<file path="src/rtl/ss_adc_pkg.sv">
// Shared state encoding and ramp saturation helper for the single-slope ADC capture controller.
package ss_adc_pkg;

  typedef enum logic [1:0] {
    IDLE    = 2'd0,
    RAMP    = 2'd1,
    READOUT = 2'd2
  } adc_state_t;

  // All-ones code of the given width: last ramp step and the "no edge seen" report value.
  function automatic logic [31:0] sat_code(input int unsigned width);
    logic [31:0] v;
    v = '0;
    for (int i = 0; i < 32; i++) begin
      if (i < width) v[i] = 1'b1;
    end
    return v;
  endfunction

endpackage

</file>
<file path="src/rtl/ss_adc_pixel_latch.sv">
// Per-pixel first-edge capture register with end-of-ramp saturation.
// Optional SS_ADC_OVF_FLAG_EN exposes the captured flag to the controller.
module ss_adc_pixel_latch
  import ss_adc_pkg::*;
#(
  parameter int CNT_W = 8
) (
  input  logic             clk,
  input  logic             reset,
  input  logic             clear,
  input  logic             capture,
  input  logic             saturate,
  input  logic [CNT_W-1:0] ramp_code,
  output logic [CNT_W-1:0] code
`ifdef SS_ADC_OVF_FLAG_EN
  ,
  output logic             captured
`endif
);

  localparam logic [CNT_W-1:0] SAT_CODE = CNT_W'(sat_code(CNT_W));

  logic captured_q;

  // A capture on the final ramp step outranks saturation so the flag stays truthful.
  always_ff @(posedge clk) begin
    if (reset) begin
      captured_q <= 1'b0;
      code       <= '0;
    end else if (clear) begin
      captured_q <= 1'b0;
    end else if (capture && !captured_q) begin
      captured_q <= 1'b1;
      code       <= ramp_code;
    end else if (saturate && !captured_q) begin
      code       <= SAT_CODE;
    end
  end

`ifdef SS_ADC_OVF_FLAG_EN
  assign captured = captured_q;
`endif

endmodule

</file>
<file path="src/rtl/ss_adc_capture_ctrl.sv">
// Single-slope ADC conversion controller: ramp generation, first-edge capture, valid/ready readout.
// Optional SS_ADC_OVF_FLAG_EN adds out_ovf marking pixels that never saw an edge.
//
// state   | meaning
// IDLE    | waiting for start; ramp_code held at 0
// RAMP    | ramp_code counts 0..2^CNT_W-1, pixels capture their first edge
// READOUT | captured codes streamed out in pixel order
module ss_adc_capture_ctrl
  import ss_adc_pkg::*;
#(
  parameter int NUM_PIXELS = 1,
  parameter int CNT_W      = 8,
  parameter int IDX_W      = (NUM_PIXELS > 1) ? $clog2(NUM_PIXELS) : 1
) (
  input  logic                  clk,
  input  logic                  reset,
  input  logic                  start,
  input  logic [NUM_PIXELS-1:0] enable,
  output logic [CNT_W-1:0]      ramp_code,
  output logic                  ramp_active,
  output logic                  busy,
  output logic [CNT_W-1:0]      out_data,
  output logic [IDX_W-1:0]      out_idx,
  output logic                  out_valid,
  input  logic                  out_ready,
  output logic                  done
`ifdef SS_ADC_OVF_FLAG_EN
  ,
  output logic                  out_ovf
`endif
);

  localparam logic [CNT_W-1:0] RAMP_LAST = CNT_W'(sat_code(CNT_W));
  localparam logic [IDX_W-1:0] LAST_IDX  = IDX_W'(NUM_PIXELS - 1);

  adc_state_t       state, state_nx;
  logic             clear_flags, capture_en, ramp_end, xfer, last_xfer;
  logic [CNT_W-1:0] codes [NUM_PIXELS];

  // A start coinciding with the done pulse is dropped; restart is possible one cycle later.
  always_comb begin
    state_nx    = state;
    clear_flags = 1'b0;
    capture_en  = 1'b0;
    ramp_end    = 1'b0;
    xfer        = 1'b0;
    last_xfer   = 1'b0;
    case (state)
      IDLE: begin
        if (start && !done) begin
          state_nx    = RAMP;
          clear_flags = 1'b1;
        end
      end
      RAMP: begin
        capture_en = 1'b1;
        if (ramp_code == RAMP_LAST) begin
          ramp_end = 1'b1;
          state_nx = READOUT;
        end
      end
      READOUT: begin
        xfer = out_valid && out_ready;
        if (xfer && (out_idx == LAST_IDX)) begin
          last_xfer = 1'b1;
          state_nx  = IDLE;
        end
      end
      default: state_nx = IDLE;
    endcase
  end

  always_ff @(posedge clk) begin
    if (reset) begin
      state     <= IDLE;
      ramp_code <= '0;
      out_valid <= 1'b0;
      out_idx   <= '0;
      done      <= 1'b0;
    end else begin
      state <= state_nx;
      done  <= last_xfer;
      if (clear_flags || ramp_end) begin
        ramp_code <= '0;
      end else if (capture_en) begin
        ramp_code <= ramp_code + CNT_W'(1);
      end
      if (ramp_end) begin
        out_valid <= 1'b1;
        out_idx   <= '0;
      end else if (last_xfer) begin
        out_valid <= 1'b0;
        out_idx   <= '0;
      end else if (xfer) begin
        out_idx   <= out_idx + IDX_W'(1);
      end
    end
  end

  assign ramp_active = (state == RAMP);
  assign busy        = (state != IDLE);

`ifdef SS_ADC_OVF_FLAG_EN
  logic [NUM_PIXELS-1:0] captured;
`endif

  for (genvar i = 0; i < NUM_PIXELS; i++) begin : g_pix
    ss_adc_pixel_latch #(.CNT_W(CNT_W)) u_latch (
      .clk       (clk),
      .reset     (reset),
      .clear     (clear_flags),
      .capture   (capture_en && enable[i]),
      .saturate  (ramp_end),
      .ramp_code (ramp_code),
      .code      (codes[i])
`ifdef SS_ADC_OVF_FLAG_EN
      ,
      .captured  (captured[i])
`endif
    );
  end

  always_comb begin
    out_data = '0;
    for (int i = 0; i < NUM_PIXELS; i++) begin
      if (out_idx == IDX_W'(i)) out_data = codes[i];
    end
  end

`ifdef SS_ADC_OVF_FLAG_EN
  // Gated by out_valid so the flag reads 0 out of reset and between conversions.
  always_comb begin
    out_ovf = 1'b0;
    for (int i = 0; i < NUM_PIXELS; i++) begin
      if (out_idx == IDX_W'(i)) out_ovf = out_valid && !captured[i];
    end
  end
`endif

endmodule

</file>
<file path="config.mk">
export PLATFORM = sky130hd
export DESIGN_NAME = ss_adc_capture_ctrl
export DESIGN_NICKNAME = d
export VERILOG_FILES = /design/src/rtl/ss_adc_pkg.sv /design/src/rtl/ss_adc_pixel_latch.sv /design/src/rtl/ss_adc_capture_ctrl.sv
export SDC_FILE = /design/constraint.sdc
export NUM_CORES = 1
export LEC_CHECK = 0
export ABC_AREA = 1
export CORE_ASPECT_RATIO = 1.2
export CORE_MARGIN = 2
export CORE_UTILIZATION = 52
export CTS_CLUSTER_DIAMETER = 80
export DETAILED_ROUTE_END_ITERATION = 7
export PLACE_DENSITY = 0.82
export SKIP_LAST_GASP = 1
export SYNTH_ARGS = -nofsm -noshare
export SYNTH_HDL_FRONTEND = slang
export SYNTH_SLANG_ARGS = --single-unit
</file>
<file path="constraint.sdc">
create_clock -name clk -period 2.66 [get_ports clk]
set_input_delay 0.532 -clock clk [delete_from_list [all_inputs] [get_ports clk]]
set_output_delay 0.532 -clock clk [all_outputs]
set_load 0.005 [all_outputs]
</file>
==> qor.yml <==
layout:
  diodes: 0
  nets: 196
  fillCellCount: 185
  drive_gt1_share_pct: 7.937
  fin_util_pct: 70.35
  areaGrowthSynthToFinish_pct: 27.04
clock_tree:
  path_clk_slew_ps: 120
  post-cts-setup-buffers: 0
  numCtsBuffers: 3
  cts_max_path_buffers: 2
  cts_max_level: 1
  cts.sinks: 22
  clkLatencyLatePin_ps: 310
  cts_tree: "done"
  cts_hold_buf: 0
  root_buffer: "clkbuf_4"
  cts_resized: 0
worst_hold_path:
  min_path_type: "reg -> reg"
  min-delay-start: "out_valid"
route:
  totalWireLength_mm: 2.160
  wl_per_cell_um: 9.863
  vias_per_cell: 4.726
  ant_nets: 0
  initialDrtViolationCount: 11
  first_pass_iters: 4
  via_count: 1035
  drcViolationCount: 0
sta:
  worst_slew_pin_slew_ps: 372.9
  skew_ps: 5.178
  fin_crit_ps: 2083
  max_slew_margin_pct: 75.11
  fin_setup_tns_ps: 0
  setup_viol: 0
  rsz0062_at_grt: "no"
  fmax_mhz: 480.1
  finalHoldViolations: 0
  slew_viol_final: 0
  fin_crit_sh_pct: 78.30
worst_setup_path:
  path_class: "reg -> out"
  cp-end-kind: "output port"
  worstPathRequired_ps: 2130
  crit_path_cell_trace: "inv_2, nor2_8, clkdlybuf4s50_1"
  start_kind: "flop"
  cp_max_fo: 10
  crit_slowest_cell: "clkdlybuf4s50_1"
  arrival_ps: 1550
  cp.buffers_inverters: 2
  path_delay_family: "buffers and inverters"
  crit_start: "state[0]"
  r2r_start: "ramp_code[0]"
  max_stage_delay_ps: 530
yosys:
  synthCells: 164
  ys_types: 25
  yosysTopAreaCell: "dfxtp_1"
  synth_area_um2: 1147
  ys_ff_latch: 22
  synth_nets: 170
  synth-seq-area-share_pct: 38.39
  syn_area_per_cell_um2: 6.996
  synth_warnings: 0
  ys_top_cells_by_area: "dfxtp_1 38%, inv_1 13%, nand2_1 9.8%"
  synth_top_area_share_pct: 38.39
flow_run:
  drv_cap: 0
global_routing:
  grt_pass1_vias: 871
  antenna_found_initial: 0
  grt_pass1_wl_mm: 3.719
  grt-ovfl-total: 0
  grt_max_degree: 18
  track_usage_pct: 18.86
power:
  power_w: 0.0007321
  ir_worst_vdd_mv: 0.3403
  power_leakage_nw: 0.7032
  power.density_nw_per_um2: 502.2
placement:
  numPortBuffers: 25
  globalplace.congestion: 0.7715
  dpl.hpwl_mm: 1.661
die:
  die_h_um: 55.46
  start_util_pct: 55.37
  dieArea_um2: 2600
  die_w_um: 46.88
  num_rows: 18
  core-area_um2: 2072
  ios: 26
status:
  status: "finished, final reports clean"
[worst min-delay path: cells and delay by family (launching register included)]
kind	cells	cell delay (ps)
AO/OA/AOI/OAI	1	50
AND/OR/NAND/NOR	1	70
flip-flops	1	360
[stage by stage]
step / cell area, µm² / hold slack [ps] / cells / setup slack, ps
floorplan: 1147 / 475.0 / 164 / 1374
global placement: 1405 / 481.7 / 215 / 948.4
detailed placement: 1405 / 486.3 / 215 / 915.1
CTS: 1458 / 506.9 / 219 / 564.3
global route: 1458 / 535.0 / 219 / 481.8
finish: 1458 / 506.6 / 219 / 577.1
[routing by layer]
layer | routed length, µm | vias up | part of all wire, % | global-route usage (%)
met4 | 38 | 0 | 1.8 | 7.143
met5 | 0 | - | 0 | 0
met1 | 1015 | 458 | 47 | 25.41
met3 | 63 | 5 | 2.9 | 2.941
li1 | - | 552 | - | -
met2 | 1042 | 20 | 48 | 29.35
[cell families (layout without fill, tap and decap cells)]
logic type | Yosys count | in the layout | share of synthesized area, %
AOI/OAI and AO/OA | 16 | 16 | 7.524
adders and majority gates | 1 | 1 | 1.090
and+or+nand+nor | 79 | 79 | 35.77
xor gates and xnor gates | 2 | 2 | 1.527
DFF | 22 | 22 | 38.39
buffers and inverters | 44 | 69 | 15.70
[flip-flops by register name (all words and copies together) (netlist names)]
register and cells:
g_pix.u_latch.code 8, ramp_code 8, state 2, done 1, g_pix.u_latch.captured_q 1, out_idx 1
out_valid 1
[area by class of cell]
class / count / area [µm²] / share of cell area [%]
clock buffer: 3 / 22.52 / 1.545
clock inverter: 1 / 30.03 / 2.060
inverter: 40 / 150.1 / 10.30
multi-input combinational: 98 / 526.8 / 36.14
sequential: 22 / 440.4 / 30.21
tap: 30 / 37.54 / 2.575
timing repair buffer: 25 / 250.2 / 17.17
[power by group]
part	switching [W]	internal [W]	total, W	leakage (nW)
sequential	0.0000106	0.000345	0.000355	0.179
clock	0.0000986	0.000152	0.000251	0.0279
combinational	0.0000660	0.0000596	0.000126	0.497
total	0.000175	0.000557	0.000732	0.703
[cells in the final DEF (no fill, tap or decap)]
cell type        instances
clkbuf_4                 3
or2_2                    1
ha_1                     1
o21ai_2                  1
nand2_4                  2
nand4_1                  4
dfxtp_1                 22
nor2_2                   1
nand3_4                  2
nor2_8                   1
nor2_1                  19
xnor2_1                  1
inv_2                    1
a21oi_1                  7
o21ai_0                  7
nand4_2                  1
nand3_1                 14
xor2_1                   1
nand3b_1                 1
nor3_1                   2
o31ai_1                  1
bufinv_16                1
inv_1                   39
nand2_1                 30
nor2_4                   1
clkdlybuf4s50_1         25
[cells in the mapped netlist]
cell type	count
inv_1	39
nand2_1	30
dfxtp_1	22
nor2_1	19
nand3_1	14
a21oi_1	7
o21ai_0	7
nand4_1	4
buf_6	2
clkbuf_1	2
nand2_4	2
nand3_4	2
nor3_1	2
ha_1	1
inv_2	1
nand3b_1	1
nand4_2	1
nor2_2	1
nor2_4	1
nor2_8	1
o21ai_2	1
o31ai_1	1
or2_2	1
xnor2_1	1
xor2_1	1
[worst paths after layout]
check             slack (ps)  cells after the start            to
setup / recovery         580                      3   ramp_active
hold / removal           510                      2     out_valid
setup reg to reg        1200                      8  ramp_code[5]
hold reg to reg          510                      2     out_valid
Power figures use the tool's default switching activity.
